<file path="config.mk">
export PLATFORM = sky130hd
export DESIGN_NAME = rx_pol_detect_comma_restore_flat
export DESIGN_NICKNAME = d
export VERILOG_FILES = /design/src/rtl/rx_pol_detect_comma_restore_pkg.sv /design/src/rtl/rx_pol_detect_comma_restore_if.sv /design/src/rtl/rx_pol_detect_comma_restore_cls.sv /design/src/rtl/rx_pol_detect_comma_restore.sv /design/src/flat_wrapper.sv
export SDC_FILE = /design/constraint.sdc
export NUM_CORES = 1
export LEC_CHECK = 0
export ABC_CLOCK_PERIOD_IN_PS = 4000
export BUFFER_PORTS_ARGS = -buffer_cell sky130_fd_sc_hd__buf_2
export CAP_MARGIN = 15
export CELL_PAD_IN_SITES_DETAIL_PLACEMENT = 0
export CELL_PAD_IN_SITES_GLOBAL_PLACEMENT = 2
export CORE_MARGIN = 2
export CORE_UTILIZATION = 35
export CTS_CLUSTER_SIZE = 30
export DETAILED_ROUTE_END_ITERATION = 12
export PLACE_DENSITY = 0.95
export SYNTH_ARGS = -nofsm -noshare
export SYNTH_HDL_FRONTEND = slang
export SYNTH_SLANG_ARGS = --single-unit
</file>
<file path="constraint.sdc">
create_clock -name i_clk -period 4 [get_ports i_clk]
set_input_delay 1 -clock i_clk [delete_from_list [all_inputs] [get_ports i_clk]]
set_output_delay 1 -clock i_clk [all_outputs]
set_load 0.1 [all_outputs]
</file>
<file path="src/rtl/rx_pol_detect_comma_restore_pkg.sv">
`default_nettype none
// ============================================================================
//  Module      : rx_pol_pkg
//  Description : Comma code points, FSM state type and comma-restore helper
//                shared by the RX polarity detect / comma restore block.
//  Revision    : 1.0 - initial release
// ============================================================================
package rx_pol_pkg;

  // Standard K28.5 running-disparity pair seen by the 8b10b decoder
  localparam logic [9:0] ORI_COMMA_POS     = 10'b01_0111_1100;
  localparam logic [9:0] ORI_COMMA_NEG     = ~ORI_COMMA_POS;

  // Polarity markers inserted by the TX side (K28.2+ / K28.6-)
  localparam logic [9:0] REP_COMMA_POS     = 10'b10_1011_1100;
  localparam logic [9:0] REP_COMMA_NEG     = 10'b10_0100_0011;

  // Same markers as they arrive over a bit-inverted line
  localparam logic [9:0] REP_COMMA_POS_INV = ~REP_COMMA_POS;
  localparam logic [9:0] REP_COMMA_NEG_INV = ~REP_COMMA_NEG;

  typedef enum logic [1:0] {
    SEARCH  = 2'd0,
    CONFIRM = 2'd1,
    LOCKED  = 2'd2
  } state_e;

  // Strip the line polarity from a marker and map it back to K28.5+/-
  function automatic logic [9:0] restore_comma(input logic [9:0] word, input logic p);
    logic [9:0] w_strip;
    w_strip = p ? ~word : word;
    return (w_strip == REP_COMMA_POS) ? ORI_COMMA_POS : ORI_COMMA_NEG;
  endfunction

endpackage
`default_nettype wire

</file>
<file path="src/rtl/rx_pol_detect_comma_restore_if.sv">
`default_nettype none
// ============================================================================
//  Module      : rx_pol_detect_comma_restore_if
//  Description : Word stream into and out of the polarity detect / comma
//                restore block, plus its lock status.
//  Revision    : 1.0 - initial release
// ============================================================================
interface rx_pol_detect_comma_restore_if;
  logic       i_en;
  logic       i_vld;
  logic [9:0] i_data;
  logic       o_vld;
  logic [9:0] o_data;
  logic       o_comma;
  logic       o_lock;
  logic       o_inv;
  logic       o_pol_flip;

  modport master (
    output i_en, i_vld, i_data,
    input  o_vld, o_data, o_comma, o_lock, o_inv, o_pol_flip
  );

  modport slave (
    input  i_en, i_vld, i_data,
    output o_vld, o_data, o_comma, o_lock, o_inv, o_pol_flip
  );
endinterface
`default_nettype wire

</file>
<file path="src/rtl/rx_pol_detect_comma_restore_cls.sv">
`default_nettype none
// ============================================================================
//  Module      : rx_pol_comma_cls
//  Description : Combinational classifier: flags polarity markers and reports
//                whether the marker arrived normal (0) or inverted (1).
//  Revision    : 1.0 - initial release
// ============================================================================
module rx_pol_comma_cls
  import rx_pol_pkg::*;
(
  input  wire logic [9:0] i_word,
  output logic            o_is_marker,
  output logic            o_pol
);

  logic w_norm;
  logic w_inv;

  assign w_norm      = (i_word == REP_COMMA_POS) || (i_word == REP_COMMA_NEG);
  assign w_inv       = (i_word == REP_COMMA_POS_INV) || (i_word == REP_COMMA_NEG_INV);
  assign o_is_marker = w_norm | w_inv;
  assign o_pol       = w_inv;

endmodule
`default_nettype wire

</file>
<file path="src/rtl/rx_pol_detect_comma_restore.sv">
`default_nettype none
// ============================================================================
//  Module      : rx_pol_detect_comma_restore
//  Description : Locks line polarity from K28.2+/K28.6- markers, un-inverts
//                data and restores markers to K28.5 with 1-cycle latency.
//  Revision    : 1.0 - initial release
// ============================================================================
module rx_pol_detect_comma_restore
  import rx_pol_pkg::*;
#(
  parameter int LOCK_CNT   = 4,
  parameter int FLIP_CNT   = 3,
  parameter int WD_TIMEOUT = 1024
) (
  input  wire logic                     i_clk,
  input  wire logic                     i_rst,
  rx_pol_detect_comma_restore_if.slave  bus
);

  localparam int CNT_W = $clog2(LOCK_CNT + 1);
  localparam int ERR_W = $clog2(FLIP_CNT + 1);
  localparam int WD_W  = $clog2(WD_TIMEOUT + 1);

  // Last value before the threshold: the word that hits it acts instead of counting
  localparam logic [CNT_W-1:0] C_LOCK_LAST = CNT_W'(LOCK_CNT - 1);
  localparam logic [ERR_W-1:0] C_FLIP_LAST = ERR_W'(FLIP_CNT - 1);
  localparam logic [WD_W-1:0]  C_WD_LAST   = WD_W'(WD_TIMEOUT - 1);
  localparam logic [WD_W-1:0]  C_WD_MAX    = WD_W'(WD_TIMEOUT);

  state_e           r_state, w_state_nxt;
  logic             r_cand,  w_cand_nxt;
  logic [CNT_W-1:0] r_cnt,   w_cnt_nxt;
  logic [ERR_W-1:0] r_err,   w_err_nxt;
  logic [WD_W-1:0]  r_wd,    w_wd_nxt;
  logic             r_inv,   w_inv_nxt;
  logic             w_flip_nxt;

  logic             w_is_marker;
  logic             w_pol;
  logic [9:0]       w_data_d;
  logic             w_comma_d;

  logic             r_o_vld;
  logic [9:0]       r_o_data;
  logic             r_o_comma;
  logic             r_o_flip;

  rx_pol_comma_cls u_cls (
    .i_word      (bus.i_data),
    .o_is_marker (w_is_marker),
    .o_pol       (w_pol)
  );

  // State register and lock/flip/watchdog counters
  always_ff @(posedge i_clk) begin
    if (i_rst) begin
      r_state <= SEARCH;
      r_cand  <= 1'b0;
      r_cnt   <= '0;
      r_err   <= '0;
      r_wd    <= '0;
      r_inv   <= 1'b0;
    end else begin
      r_state <= w_state_nxt;
      r_cand  <= w_cand_nxt;
      r_cnt   <= w_cnt_nxt;
      r_err   <= w_err_nxt;
      r_wd    <= w_wd_nxt;
      r_inv   <= w_inv_nxt;
    end
  end

  // Next-state: only valid words advance detection; disable forces a clean restart
  always_comb begin
    w_state_nxt = r_state;
    w_cand_nxt  = r_cand;
    w_cnt_nxt   = r_cnt;
    w_err_nxt   = r_err;
    w_wd_nxt    = r_wd;
    w_inv_nxt   = r_inv;
    w_flip_nxt  = 1'b0;
    if (!bus.i_en) begin
      w_state_nxt = SEARCH;
      w_cand_nxt  = 1'b0;
      w_cnt_nxt   = '0;
      w_err_nxt   = '0;
      w_wd_nxt    = '0;
      w_inv_nxt   = 1'b0;
    end else if (bus.i_vld) begin
      if (w_is_marker) begin
        w_wd_nxt = '0;
        case (r_state)
          SEARCH: begin
            w_cand_nxt = w_pol;
            if (LOCK_CNT == 1) begin
              w_state_nxt = LOCKED;
              w_inv_nxt   = w_pol;
              w_cnt_nxt   = '0;
            end else begin
              w_state_nxt = CONFIRM;
              w_cnt_nxt   = CNT_W'(1);
            end
          end
          CONFIRM: begin
            if (w_pol != r_cand) begin
              w_cand_nxt = w_pol;
              w_cnt_nxt  = CNT_W'(1);
            end else if (r_cnt == C_LOCK_LAST) begin
              w_state_nxt = LOCKED;
              w_inv_nxt   = r_cand;
              w_cnt_nxt   = '0;
            end else begin
              w_cnt_nxt = r_cnt + 1'b1;
            end
          end
          LOCKED: begin
            if (w_pol == r_inv) begin
              w_err_nxt = '0;
            end else if (r_err == C_FLIP_LAST) begin
              w_inv_nxt  = w_pol;
              w_err_nxt  = '0;
              w_flip_nxt = 1'b1;
            end else begin
              w_err_nxt = r_err + 1'b1;
            end
          end
          default: w_state_nxt = SEARCH;
        endcase
      end else if (r_state != SEARCH) begin
        // Too long without a marker: fall back to search but keep the polarity
        if (r_wd >= C_WD_LAST) begin
          w_state_nxt = SEARCH;
          w_cnt_nxt   = '0;
          w_err_nxt   = '0;
          w_wd_nxt    = '0;
        end else if (r_wd != C_WD_MAX) begin
          w_wd_nxt = r_wd + 1'b1;
        end
      end
    end
  end

  // Output word: markers ignore r_inv, data uses the polarity held before this word
  always_comb begin
    w_data_d  = bus.i_data;
    w_comma_d = 1'b0;
    if (bus.i_en) begin
      if (w_is_marker) begin
        w_data_d  = restore_comma(bus.i_data, w_pol);
        w_comma_d = 1'b1;
      end else begin
        w_data_d  = r_inv ? ~bus.i_data : bus.i_data;
      end
    end
  end

  // One-cycle output register
  always_ff @(posedge i_clk) begin
    if (i_rst) begin
      r_o_vld   <= 1'b0;
      r_o_data  <= '0;
      r_o_comma <= 1'b0;
      r_o_flip  <= 1'b0;
    end else begin
      r_o_vld   <= bus.i_vld;
      if (bus.i_vld) begin
        r_o_data <= w_data_d;
      end
      r_o_comma <= bus.i_vld & w_comma_d;
      r_o_flip  <= w_flip_nxt;
    end
  end

  assign bus.o_vld      = r_o_vld;
  assign bus.o_data     = r_o_data;
  assign bus.o_comma    = r_o_comma;
  assign bus.o_lock     = (r_state == LOCKED);
  assign bus.o_inv      = r_inv;
  assign bus.o_pol_flip = r_o_flip;

endmodule
`default_nettype wire

</file>
<file path="src/flat_wrapper.sv">
// flat-port wrapper written by rule: the top's interface ports become plain ports
module rx_pol_detect_comma_restore_flat import rx_pol_pkg::*;
#(
  parameter int LOCK_CNT   = 4,
  parameter int FLIP_CNT   = 3,
  parameter int WD_TIMEOUT = 1024
)
  (i_clk, i_rst, bus_i_en, bus_i_vld, bus_i_data, bus_o_vld, bus_o_data, bus_o_comma, bus_o_lock, bus_o_inv, bus_o_pol_flip);
  rx_pol_detect_comma_restore_if bus_i ();
  input  wire logic i_clk;
  input  wire logic i_rst;
  input wire logic [$bits(bus_i.i_en)-1:0] bus_i_en;
  input wire logic [$bits(bus_i.i_vld)-1:0] bus_i_vld;
  input wire logic [$bits(bus_i.i_data)-1:0] bus_i_data;
  output wire logic [$bits(bus_i.o_vld)-1:0] bus_o_vld;
  output wire logic [$bits(bus_i.o_data)-1:0] bus_o_data;
  output wire logic [$bits(bus_i.o_comma)-1:0] bus_o_comma;
  output wire logic [$bits(bus_i.o_lock)-1:0] bus_o_lock;
  output wire logic [$bits(bus_i.o_inv)-1:0] bus_o_inv;
  output wire logic [$bits(bus_i.o_pol_flip)-1:0] bus_o_pol_flip;
  assign bus_i.i_en = bus_i_en;
  assign bus_i.i_vld = bus_i_vld;
  assign bus_i.i_data = bus_i_data;
  assign bus_o_vld = bus_i.o_vld;
  assign bus_o_data = bus_i.o_data;
  assign bus_o_comma = bus_i.o_comma;
  assign bus_o_lock = bus_i.o_lock;
  assign bus_o_inv = bus_i.o_inv;
  assign bus_o_pol_flip = bus_i.o_pol_flip;
  rx_pol_detect_comma_restore #(.LOCK_CNT(LOCK_CNT), .FLIP_CNT(FLIP_CNT), .WD_TIMEOUT(WD_TIMEOUT)) u_core (.i_clk(i_clk), .i_rst(i_rst), .bus(bus_i));
endmodule
</file>
* Yosys cells after proc, flatten, opt, wreduce, memory -nomap -nowiden *
Index checks and enable logic that the tools add are counted.

operators by class
  $add $sub $neg = 3
  $lt $le $gt $ge = 1
  equality and inequality tests = 22
  reduce and logical (&&, ||, !) cells = 17
  bitwise operators = 7
  mux-type cells = 35

operators with widths
  cell                                                    count
  2-to-1 mux 10 bit                                       5
  2-to-1 mux 11 bit                                       4
  == test 10 bit (second input constant)                  3
  == test 10 x 9 -> 1 bit (second input constant)         2
  2-to-1 mux 2 bit                                        9
  2-to-1 mux 3 bit                                        5
  AND reduction 4 bit                                     3
  adder 11 x 1 -> 11 bit (second input constant)          1
  >= comparator 11 x 10 -> 1 bit (second input constant)  1
  != test 11 bit (second input constant)                  1
  inverter 10 bit                                         1
  nonzero test 2 bit                                      5
  2-to-1 mux 1 bit                                        8
  != test 2 bit (second input constant)                   4
  AND reduction 7 bit                                     1
  != test 2 x 1 -> 1 bit (second input constant)          3
  one-hot mux 2 bit (3 select lines)                      1
  one-hot mux 3 bit (2 select lines)                      1
  AND reduction 6 bit                                     1
  OR reduction 6 bit                                      1
  == test 2 bit (second input constant)                   2
  inverter 1 bit                                          4
  one-hot mux 1 bit (2 select lines)                      2
  adder 3 x 1 -> 3 bit (second input constant)            1
  15 further kinds                                        16

storage, ports and cells
  bits of input ports = 14
  word-level logic and storage cells = 95
  register bits after elaboration = 33
  output and inout port bits = 15

* Depth between registers and ports, before layout *
  word-level depth = 7
  gate-level depth with buffers = 8
  mapped depth without buffers = 8

* Modules after synthesis *
A second synthesis with hierarchy kept.

unflattened totals
  cell total of the unflattened synthesis = 233
  area, all modules = 1913.1 sq um

modules (own cells, without submodules)
  module                       cells an instance  area an instance (sq um)  sequential area each (sq um)  instances
  rx_pol_detect_comma_restore  223                1845.5                    660.6                         1
  rx_pol_comma_cls             10                 67.6                      0.0                           1

* Least setup slack after synthesis *
No wires, ideal clock.

  path kind = input to register
  start point = in bus_i_data[2]
  end point = reg u_core.r_wd[1]
  setup slack = 1.401 ns
  path buffers = 0
  required time = 3.930 ns
  stages = 7
  arrival time = 2.529 ns
  library setup time = 0.070 ns
  cell sequence = or4_4 -> nor2_4 -> o22a_4 -> o21a_4 -> o41ai_2 -> or3_1 -> a21oi_1

on the way
  word-level cells in the longest chain between the ends = 5
  elaborated cells between the ends (all ways) = 11
  classes of those cells = eq/ne (4); mux (1); bitwise (1); reduce/logical (5)

ends and longest elaborated chain
  element                                                             line                                                                          source
  start: declaration                                                  flat_wrapper.sv:14                                                            input wire logic [$bits(bus_i.i_data)-1:0] bus_i_data;
  == test 10 bit or == test 10 x 9 -> 1 bit (tied branches)           rx_pol_detect_comma_restore_cls.sv:19, rx_pol_detect_comma_restore_cls.sv:20
  logical OR 1 bit, on equally long branches                          rx_pol_detect_comma_restore_cls.sv:19, rx_pol_detect_comma_restore_cls.sv:20
  OR 1 bit *                                                          rx_pol_detect_comma_restore_cls.sv:21                                         assign o_is_marker = w_norm | w_inv;
  nonzero test 3 bit (no line) or nonzero test 2 bit (tied branches)  n/a
  AND reduction 3 bit (no line)                                       n/a
  end signal: assignment                                              rx_pol_detect_comma_restore.sv:68                                             r_wd <= w_wd_nxt;
  end: declaration                                                    rx_pol_detect_comma_restore.sv:34                                             logic [WD_W-1:0] r_wd, w_wd_nxt;

Every way passes the cells marked *; elsewhere a longest branch is shown, timed or not.
A chain may end at the register's enable or synchronous reset.

* Worst setup path in the final report *
  start point = in bus_i_data[6]
  end point = reg u_core.r_wd[1]

Same word-level chain as after synthesis.

==> qor.csv <==
metric;value;unit
Clock Tree Buf Depth;2;
max incr delay on CP;490;ps
outcome;finished clean;
dpl cell area;1987;µm²
Total GRT Usage;0.1516;
clk_lat worst skew;280;ps
placed insts;307;
pin count of the biggest net entering global routing;19;
Clock Skew;6.156;ps
proportion of synthesized area in mux cells;0.01674;
FFs w/ async S/R, synth;0;
Worst EP arrival;2870;ps
final RePlAce weighted congestion;0.8685;
initial antenna violation count;0;
Core Area;5042;µm²
Distinct cells, synth;45;
Final HPWL DP;2798;µm
CP endpoint kind;flip-flop;
Final period util;0.6638;
setup ws final;1345;ps
CTS root buf;clkbuf_8;
pwr/cell area;342.2;nW/µm²
post-cts gate resize count;0;
Hold-fix buffers, CTS;0;
register area share after synthesis;0.3682;
antenna-violating nets left;0;
Synth Area in Compound Gates;0.2078;
clock-pin slew on the worst setup and hold paths;70;ps
GRT Residual Overflow;0;
CP max FO;16;
die height;75.60;µm
drt initial violations;64;
CP Launch Type;input pin;
grt met3 use;0.03968;
crit path time final;2655;ps
met2 usage;0.2309;
WL per Instance;12.64;µm
Placement Setup Slack;1068;ps
Slew HR;0.6234;
flip-flop and latch count after synthesis;33;
initial core utilization;0.3558;
TritonRoute pass-1 iters;4;
grt peak-use layer;met2;
Crit Path Category;input pin to flip-flop;
TNS Setup;0;ps
H-tree Lvls;2;
vias in the first global route;1403;
top_reg_cell synth;dfxtp_1;
Max VDD drop;0.1541;mV
Post-Syn Area;1794;µm²
global routing usage on met1;0.2057;
post-synth top area share;0.3682;
CTS tree;yes;
Post-synth EDFFs;0;
leading post-synthesis cells by cell area;dfxtp_1 37%, nor2_1 6.1%, o21ai_0 5.6%;
final instance area;2088;µm²
cts bufs inserted;5;
area grow syn2layout;16.39;%
max-cap viol count;0;
final non-filler cell total;315;
Synth Area in XOR/XNOR;0.03417;
Yosys top cell by area;dfxtp_1;
Syn Inst Count;217;
# clock sinks;33;
port bufs;28;
Avg Synthesized Cell Area;8.268;µm²
# setup viols final;0;
Syn Nets;238;
Final nets;265;
Final Hold Vio Count;0;
leak pwr;0.0007746;µW
simple-gate share of the synthesized area;0.2859;
Slew Viols, Final;0;
HP Class;flip-flop to flip-flop;
largest family of logic cells by synthesized area;simple AND/OR/NAND/NOR gates;
Worst Tran Pin Value;559.7;ps
Req. time, crit path;4220;ps
diodes inserted;0;
share of cells above drive strength 1;0.2000;
first-pass GRT wire length;6555;µm
slowest CP cell;nor4_1;
CP cell instances;buf_2 -> nand2b_1 -> nor4_1 -> o22a_4 -> o21a_4 -> o41ai_2 -> or3_1 -> a21oi_1;
vias per cell;5.079;
Fmax;376.6;MHz
row count;26;
via count;1600;
die area;5715;µm²
Total Routed Length;3982;µm
unrepaired setup endpoints after global routing;false;
chip width;75.60;µm
DRC;0;
I/O Pins;29;
Adder-Cell Fraction of Synth Area;0.04881;
post-CTS setup buffer count;0;
Ys Warns;0;
[logic make-up (layout without fill, tap and decap cells)]
group,count (synthesis),in the layout
compound gates,54,54
xor+xnor,7,7
fa+ha+maj,7,7
buf+inv,17,45
flops,33,33
mux,3,3
simple gates,96,96
[critical path, delay by kind of cell]
family,cells,cell delay [ps]
buffers and inverters,1,120
AOI/OAI and AO/OA,4,770
and+or+nand+nor,3,980
[worst paths after layout]
check                                     from                           end  slack [ps]  cells after the start
setup / recovery                 bus_i_data[6]   u_core.r_wd[1]$_SDFFE_PP0P_        1340                      8
setup reg to reg   u_core.r_wd[0]$_SDFFE_PP0P_   u_core.r_wd[4]$_SDFFE_PP0P_        1790                      7
hold reg to reg   u_core.r_wd[10]$_SDFFE_PP0P_  u_core.r_wd[10]$_SDFFE_PP0P_         460                      2
hold / removal    u_core.r_wd[10]$_SDFFE_PP0P_  u_core.r_wd[10]$_SDFFE_PP0P_         460                      2
[metrics by stage]
step                      power, µW  hold slack (ps)  utilization
after global routing          750.3            476.2       0.4141
after global placement        446.5            458.4       0.3940
after floorplan               423.8            417.5            -
after detailed placement      446.6            441.7       0.3940
final                         714.7            456.9       0.4141
after CTS                     724.1            458.6       0.4141
[layout make-up]
cell class,instances,area [µm²]
fillers,545,2954
multi-input cells,167,1065
flip-flops and latches,33,660.6
repair buffers,28,140.1
clock buffers,7,96.34
well taps,70,87.58
inverters,9,33.78
clock inverters,1,5.005
[state kept, by name, summed over array words and instances, names as in the netlist]
name,cells
u_core.bus.o_comma,1
u_core.r_state,2
u_core.bus.o_pol_flip,1
u_core.bus.o_inv,1
u_core.bus.o_data,10
u_core.r_cand,1
u_core.r_err,2
u_core.r_wd,11
u_core.bus.o_vld,1
u_core.r_cnt,3
[metal layers]
layer / wire length, µm / vias to the layer above
met1: 2054 / 730
met2: 1717 / 33
met4: 55 / 0
met5: 0 / -
met3: 154 / 5
li1: - / 832
[cells in the final DEF (no fill, tap or decap), types with 3 or more instances in the layout]
cell type and count:
xnor2_1 4, buf_2 28, a21oi_1 5, nor3_1 3, xor2_1 3, o21ai_0 20, nand3_1 6, ha_1 7
and3_1 4, inv_1 9, nor2b_1 6, clkbuf_8 7, or4b_2 3, nand2_1 19, a211oi_1 10, mux2i_1 3
dfxtp_1 33, nand4_1 7, nand2b_1 6, nor2_1 29, a31oi_1 4
[report_power, final]
group / total, µW / switching (µW) / leakage [µW] / internal, µW
clock: 276 / 120 / 0.0000542 / 155
sequential: 339 / 3.22 / 0.000269 / 336
combinational: 99.6 / 80.8 / 0.000452 / 18.8
total: 715 / 204 / 0.000775 / 510
[Yosys cell counts, types with 3 or more instances]
cell,n
nand3_1,6
nand2_1,19
a211oi_1,10
inv_1,9
nor2_1,29
or4b_2,3
a21oi_1,5
nor3_1,3
clkbuf_1,6
nand4_1,7
xor2_1,3
a31oi_1,4
o21ai_0,20
nor2b_1,6
ha_1,7
and3_1,4
xnor2_1,4
nand2b_1,6
mux2i_1,3
dfxtp_1,33
No activity file was read; power rests on OpenSTA's default activity.
